## src/rtl/prime_scan_ctrl.sv

```systemverilog
// Sweep controller that steps a 4-bit prime detector through [lo, hi], streaming and counting primes.
// Optional result bitmap is built only when PRIME_SCAN_BITMAP_EN is defined.
module prime_scan_ctrl #(
  parameter int HOLD_CYCLES = 1
) (
  input  logic        clk,
  input  logic        rst,
  input  logic        start,
  input  logic [3:0]  lo,
  input  logic [3:0]  hi,
  output logic [3:0]  N,
  input  logic        F,
  output logic        busy,
  output logic        done,
  output logic        err,
  output logic        prime_valid,
  output logic [3:0]  prime_value,
  output logic [4:0]  prime_count,
  output logic [15:0] bitmap
);

  typedef enum logic [1:0] {IDLE, SCAN, DONE} state_t;

  localparam logic [3:0] HOLD_LAST = 4'(HOLD_CYCLES - 1);

  state_t      state_q, state_d;
  logic [3:0]  n_q, n_d;
  logic [3:0]  hi_q, hi_d;
  logic [3:0]  hold_q, hold_d;
  logic        busy_q, busy_d;
  logic        done_q, done_d;
  logic        err_q, err_d;
  logic        prime_valid_q, prime_valid_d;
  logic [3:0]  prime_value_q, prime_value_d;
  logic [4:0]  prime_count_q, prime_count_d;
`ifdef PRIME_SCAN_BITMAP_EN
  logic [15:0] bitmap_q, bitmap_d;
`endif
  logic        sample;

  always_comb begin
    state_d       = state_q;
    n_d           = n_q;
    hi_d          = hi_q;
    hold_d        = hold_q;
    busy_d        = busy_q;
    done_d        = 1'b0;
    err_d         = err_q;
    prime_valid_d = 1'b0;
    prime_value_d = prime_value_q;
    prime_count_d = prime_count_q;
`ifdef PRIME_SCAN_BITMAP_EN
    bitmap_d      = bitmap_q;
`endif
    sample        = (state_q == SCAN) && (hold_q == HOLD_LAST);

    case (state_q)
      IDLE: begin
        if (start) begin
          prime_count_d = 5'd0;
`ifdef PRIME_SCAN_BITMAP_EN
          bitmap_d      = 16'h0000;
`endif
          n_d    = lo;
          hi_d   = hi;
          hold_d = 4'd0;
          if (lo <= hi) begin
            state_d = SCAN;
            busy_d  = 1'b1;
            err_d   = 1'b0;
          end else begin
            state_d = DONE;
            done_d  = 1'b1;
            err_d   = 1'b1;
          end
        end
      end
      SCAN: begin
        if (sample) begin
          hold_d = 4'd0;
          if (F) begin
            prime_count_d = prime_count_q + 5'd1;
            prime_valid_d = 1'b1;
            prime_value_d = n_q;
`ifdef PRIME_SCAN_BITMAP_EN
            bitmap_d[n_q] = 1'b1;
`endif
          end
          // Compare against hi before incrementing so hi=15 never wraps to 0
          if (n_q == hi_q) begin
            state_d = DONE;
            busy_d  = 1'b0;
            done_d  = 1'b1;
          end else begin
            n_d = n_q + 4'd1;
          end
        end else begin
          hold_d = hold_q + 4'd1;
        end
      end
      DONE: state_d = IDLE;
      default: state_d = IDLE;
    endcase
  end

  always_ff @(posedge clk) begin
    if (rst) begin
      state_q       <= IDLE;
      n_q           <= 4'd0;
      hi_q          <= 4'd0;
      hold_q        <= 4'd0;
      busy_q        <= 1'b0;
      done_q        <= 1'b0;
      err_q         <= 1'b0;
      prime_valid_q <= 1'b0;
      prime_value_q <= 4'd0;
      prime_count_q <= 5'd0;
`ifdef PRIME_SCAN_BITMAP_EN
      bitmap_q      <= 16'h0000;
`endif
    end else begin
      state_q       <= state_d;
      n_q           <= n_d;
      hi_q          <= hi_d;
      hold_q        <= hold_d;
      busy_q        <= busy_d;
      done_q        <= done_d;
      err_q         <= err_d;
      prime_valid_q <= prime_valid_d;
      prime_value_q <= prime_value_d;
      prime_count_q <= prime_count_d;
`ifdef PRIME_SCAN_BITMAP_EN
      bitmap_q      <= bitmap_d;
`endif
    end
  end

  assign N           = n_q;
  assign busy        = busy_q;
  assign done        = done_q;
  assign err         = err_q;
  assign prime_valid = prime_valid_q;
  assign prime_value = prime_value_q;
  assign prime_count = prime_count_q;
`ifdef PRIME_SCAN_BITMAP_EN
  assign bitmap      = bitmap_q;
`else
  assign bitmap      = 16'h0000;
`endif

endmodule

```

## config.mk

```make
export PLATFORM = sky130hd
export DESIGN_NAME = prime_scan_ctrl
export DESIGN_NICKNAME = d
export VERILOG_FILES = /design/src/rtl/prime_scan_ctrl.sv
export SDC_FILE = /design/constraint.sdc
export NUM_CORES = 1
export LEC_CHECK = 0
export CAP_MARGIN = 20
export CORE_ASPECT_RATIO = 0.9
export CORE_MARGIN = 1.5
export CORE_UTILIZATION = 40
export CTS_CLUSTER_DIAMETER = 120
export DETAILED_ROUTE_END_ITERATION = 10
export PLACE_DENSITY = 0.69
export SLEW_MARGIN = 20
export SYNTH_ARGS = -nofsm -noshare
export SYNTH_HDL_FRONTEND = slang
export SYNTH_SLANG_ARGS = --single-unit
```

## constraint.sdc

```tcl
create_clock -name clk -period 1.7 [get_ports clk]
set_clock_uncertainty 0.05 [all_clocks]
set_input_delay 0.51 -clock clk [delete_from_list [all_inputs] [get_ports clk]]
set_output_delay 0.51 -clock clk [all_outputs]
set_load 0.01 [all_outputs]
```

Yosys cells after proc, flatten, opt, wreduce, memory -nomap -nowiden
Index checks and enable logic that the tools add are counted.
{"block": "classes", "n_addsub": 3, "multipliers": 0, "div": 0, "order_cmp": 1, "eq_ne": 8, "n_shift": 0, "mux": 27, "bitwise_logic": 2, "reduce_logical": 12}
{"op": "$mux W4", "count": 5}
{"op": "$pmux W4 S2", "count": 2}
{"op": "$mux W5", "count": 3}
{"op": "$ne A2 B2 Y1 const B", "count": 5}
{"op": "$pmux W5 S2", "count": 1}
{"op": "$mux W1", "count": 9}
{"op": "$add A4 B1 Y4 const B", "count": 2}
{"op": "$mux W2", "count": 4}
{"op": "$reduce_and A4 Y1", "count": 2}
{"op": "$reduce_and A3 Y1", "count": 2}
{"op": "$add A5 B1 Y5 const B", "count": 1}
{"op": "$reduce_and A5 Y1", "count": 1}
{"op": "$eq A4 B4 Y1", "count": 1}
{"op": "$le A4 B4 Y1", "count": 1}
{"op": "$logic_not A4 Y1", "count": 1}
{"op": "$pmux W1 S2", "count": 2}
{"op": "$pmux W2 S2", "count": 1}
{"op": "$reduce_and A2 Y1", "count": 2}
{"op": "$reduce_or A3 Y1", "count": 1}
{"op": "$eq A2 B1 Y1 const B", "count": 1}
{"op": "$logic_not A2 Y1", "count": 1}
{"op": "$ne A2 B1 Y1 const B", "count": 1}
{"op": "$not A1 Y1", "count": 2}
{"op": "$reduce_bool A2 Y1", "count": 1}
{"op": "$logic_and A1 B1 Y1", "count": 1}
{"block": "word_totals", "reg_bits": 27, "latchBits": 0, "ram_bits": 0, "romBits": 0, "word_cells": 63, "memories": 0}

Logic depth before layout (Yosys ltp)
{"block": "logic_depth", "ltp_word": 4, "ltp_mapped": 7, "depth_no_buf": 6}

Worst setup path after synthesis
No wires, ideal clock.
{"block": "synth_path", "kind": "register -> register", "startpoint": "register n_q[0] (netlist: N[0])", "endpoint": "register busy_q (netlist: busy)", "arrival_time_ps": 1436, "required_time_ps": 1533, "path_slack_ps": 96, "path_stages_with_launch": 5, "cell_sequence": "dfxtp_1 > xnor2_1 > nand4_2 > or3_1 > a32o_1"}
{"block": "synth_between", "elab_chain_len": 3}
{"item": "from (decl)", "line": "27", "text": "logic [3:0] n_q, n_d;"}
{"item": "from (signal assigned)", "line": "123", "text": "n_q <= n_d;"}
{"item": "$eq A4 B4 Y1", "line": "90", "text": "if (n_q == hi_q) begin"}
{"item": "$ne A2 B1 Y1 (no source line)"}
{"item": "$reduce_and A5 Y1 (no source line)"}
{"item": "to (signal assigned)", "line": "126", "text": "busy_q <= busy_d;"}
{"item": "to (decl)", "line": "30", "text": "logic busy_q, busy_d;"}
Every way passes these cells.
A chain may end at the register's enable or synchronous reset.

Final worst setup path
{"block": "layout_path", "startpoint": "input lo[0]", "endpoint": "register err_q (netlist: err)"}
{"block": "layout_between", "elab_chain_len": 2}
{"item": "from (decl)", "line": "9", "text": "input logic [3:0] lo,"}
{"item": "$le A4 B4 Y1", "line": "67", "text": "if (lo <= hi) begin"}
{"item": "$mux W1", "line": "67"}
{"item": "to (signal assigned)", "line": "128", "text": "err_q <= err_d;"}
{"item": "to (decl)", "line": "32", "text": "logic err_q, err_d;"}
Every way passes these cells.

==> results.py <==
metrics = {
    "clocking": {
        "root_buffer": "clkbuf_8",
        "cts_tree": "done",
        "postCtsHoldBufs": 0,
        "clk_pin_slew_ps": 100,
        "max-clock-path-buffers": 2,
        "clk_latency_ps": 280,
        "cts.sinks": 27,
        "cts_buffers": 3,
        "h-tree-depth": 1,
    },
    "grt": {
        "grt.total_usage_pct": 19.9,
        "grt_max_degree": 17,
        "antenna_found_initial": 0,
        "grt_remaining_overflow": 0,
        "grt_pass1_vias": 1387,
        "grt_pass1_wl_mm": 6.57,
    },
    "yosys": {
        "synth-main-ff-cell": "dfxtp_1",
        "ys_seq_area_share_pct": 34.6,
        "avgSynthCellArea_sq_um": 8.40,
        "yosysWarnings": 0,
        "synth-edff-count": 0,
        "syn_area_sq_mm": 0.00156,
        "synth-seq-cells": 27,
        "synth-async-reset-ratio_pct": 0,
        "synthCells": 186,
        "ys_types": 46,
    },
    "finish": {
        "final_nets": 264,
        "fin_util_pct": 59.2,
        "antennaDiodeCount": 0,
        "final_common_cell": "buf_4",
        "fillers": 331,
        "multiInputGateArea_sq_um": 995,
        "drive_gt1_share_pct": 25.5,
        "final_cell_mix": "buf_4, dfxtp_1, dlygate4sd2_1, nand2_1, conb_1",
        "syn2layout_area_growth_pct": 41.4,
        "regArea_sq_um": 549,
    },
    "route": {
        "via_per_inst": 5.16,
        "drt_wl_total_mm": 4.05,
        "via_count": 1492,
        "dr.pass1.iters": 4,
        "final_antenna_net_count": 0,
        "drcViolationCount": 0,
        "wl_per_cell_microns": 14.0,
        "drt_iter0_markers": 94,
    },
    "power": {
        "intPower_mw": 1.13,
        "leakage_nw": 0.985,
        "clkPwrFrac_pct": 22.8,
        "seq_power_share_pct": 43.0,
        "p_per_area_mw_per_mm2": 766,
        "ir_worst_vdd_v": 0.000445,
        "combPwrFrac_pct": 34.2,
        "switching_power_mw": 0.564,
        "swShare_pct": 33.3,
    },
    "outcome": {
        "status": "finished, final reports clean",
    },
    "flow_run": {
        "maxCapViolCount": 0,
    },
    "sta": {
        "fin_crit_sh_pct": 97.2,
        "hold_viol": 0,
        "fmax_mhz": 605,
        "hold_slack_ps": 430,
        "finalSetupViolCount": 0,
        "slew_violations": 0,
        "period_needed_ps": 1650,
    },
    "worst_setup_path": {
        "path_common_cell": "inv_1",
        "cp.required_ps": 1830,
        "critical_path_class": "in2reg",
        "critPathTopFamily": "buffers and inverters",
        "worstSetupEndpointType": "flop",
        "cp_cell_sequence": "clkdlybuf4s50_1 -> inv_1 -> ha_1 -> inv_1 -> o22ai_4 -> buf_4 -> o22ai_1",
        "start_kind": "input port",
        "critPathMaxFanout": 4,
        "critPathSlowestCell": "clkdlybuf4s50_1",
        "slowest_delay_ps": 450,
        "cp.arrival_ps": 1780,
        "crit_buf_inv": 4,
    },
    "placed_design": {
        "gp_congestion": 0.874,
        "dp_hpwl_mm": 2.93,
        "io_buffers": 28,
    },
    "floorplanning": {
        "coreArea_sq_mm": 0.00373,
        "rows": 21,
        "die-height_microns": 62.3,
        "initial_utilization_pct": 41.9,
        "die_x_microns": 68.9,
        "dieArea_sq_mm": 0.00429,
        "ios": 45,
    },
    "worst_hold_path": {
        "min-delay-path-class": "reg2reg",
    },
}
## worst paths after layout
path / from / end / slack, ps / cells past startpoint
min: hi_q[1] / hi_q[1] / 430 / 2
max: lo[0] / err / 50 / 7
max reg2reg: hold_q[0] / busy / 70 / 5
min reg2reg: hi_q[1] / hi_q[1] / 430 / 2
## repair_timing
action                                  CTS  global route
cloned                                    0             0
gates resized for setup                  41             7
pin swaps                                 3             2
endpoints found under the setup margin   23             9
setup buffers                             1             2
## synthesized netlist by cell type (2+ instances only)
master | n | area, sq um
or3_1 | 2 | 12.5
or4_1 | 2 | 15.0
mux2i_1 | 6 | 60.1
xnor2_1 | 5 | 43.8
o22ai_1 | 5 | 31.3
mux2_2 | 2 | 22.5
o31ai_1 | 2 | 15.0
nor2b_1 | 4 | 25.0
o21ai_0 | 4 | 20.0
nor2_1 | 14 | 52.6
buf_4 | 16 | 120
ha_1 | 8 | 100
dfxtp_1 | 27 | 541
nor3b_1 | 2 | 15.0
nand3_1 | 3 | 15.0
nand2_1 | 18 | 67.6
a22oi_1 | 2 | 15.0
nor3_1 | 3 | 15.0
a21oi_1 | 14 | 70.1
a31oi_1 | 4 | 25.0
inv_1 | 13 | 48.8
buf_2 | 2 | 10.0
a21boi_1 | 2 | 15.0
clkbuf_1 | 4 | 15.0
## power by group through the flow
stage	logic, mW	clock network, mW	registers (mW)
global route	0.628	0.425	0.734
finish	0.579	0.386	0.727
detailed placement	0.532	0	0.737
floorplan	0.290	0	0.745
CTS	0.551	0.393	0.726
global placement	0.527	0	0.738
## state kept, by name, summed over array words and instances, names as in the netlist
signal       count
hold_q           4
prime_valid      1
done             1
busy             1
err              1
prime_count      5
hi_q             4
state_q          2
N                4
prime_value      4
## cell type report
class,instances,area share (%)
well taps,46,2.60
multi-input cells,139,45.0
repair buffers,60,23.1
flip-flops and latches,27,24.9
clock inverters,1,0.340
inverters,13,2.21
clock buffers,3,1.87
## tightest hold or removal path, stage by stage, from the launching register on
cell and delay [ps]:
dfxtp_1 330, nand2_1 60, a21oi_1 50
## per-stage QoR
stage / cells / power (mW) / area (sq um) / setup WS, ps / setup TNS, ps
after floorplan: 201 / 1.03 / 1620 / 96.4 / 0
after global placement: 283 / 1.26 / 2050 / -522 / -5920
after detailed placement: 283 / 1.27 / 2050 / -539 / -6090
after CTS: 287 / 1.67 / 2160 / 11.3 / 0
after global routing: 289 / 1.79 / 2210 / -12.7 / -18.5
final: 289 / 1.69 / 2210 / 46.9 / 0
## metal layers
metal / wire length [microns] / up-vias / GRT usage, %
met5: 0 / - / 0
met2: 1840 / 52 / 29.6
li1: - / 740 / -
met4: 59 / 0 / 5.39
met1: 1910 / 694 / 29.5
met3: 241 / 6 / 3.44
## kinds of logic after synthesis
logic type / after synthesis / synth area share (%)
AND/OR/NAND/NOR: 59 / 20.5
AO/OA/AOI/OAI: 43 / 17.8
buffers and inverters: 35 / 12.4
flip-flops: 27 / 34.6
adder cells (fa/ha/maj): 8 / 6.41
multiplexers: 8 / 5.28
XOR/XNOR: 5 / 2.80
other: 1 / 0.240
No activity file was read; power rests on OpenSTA's default activity.
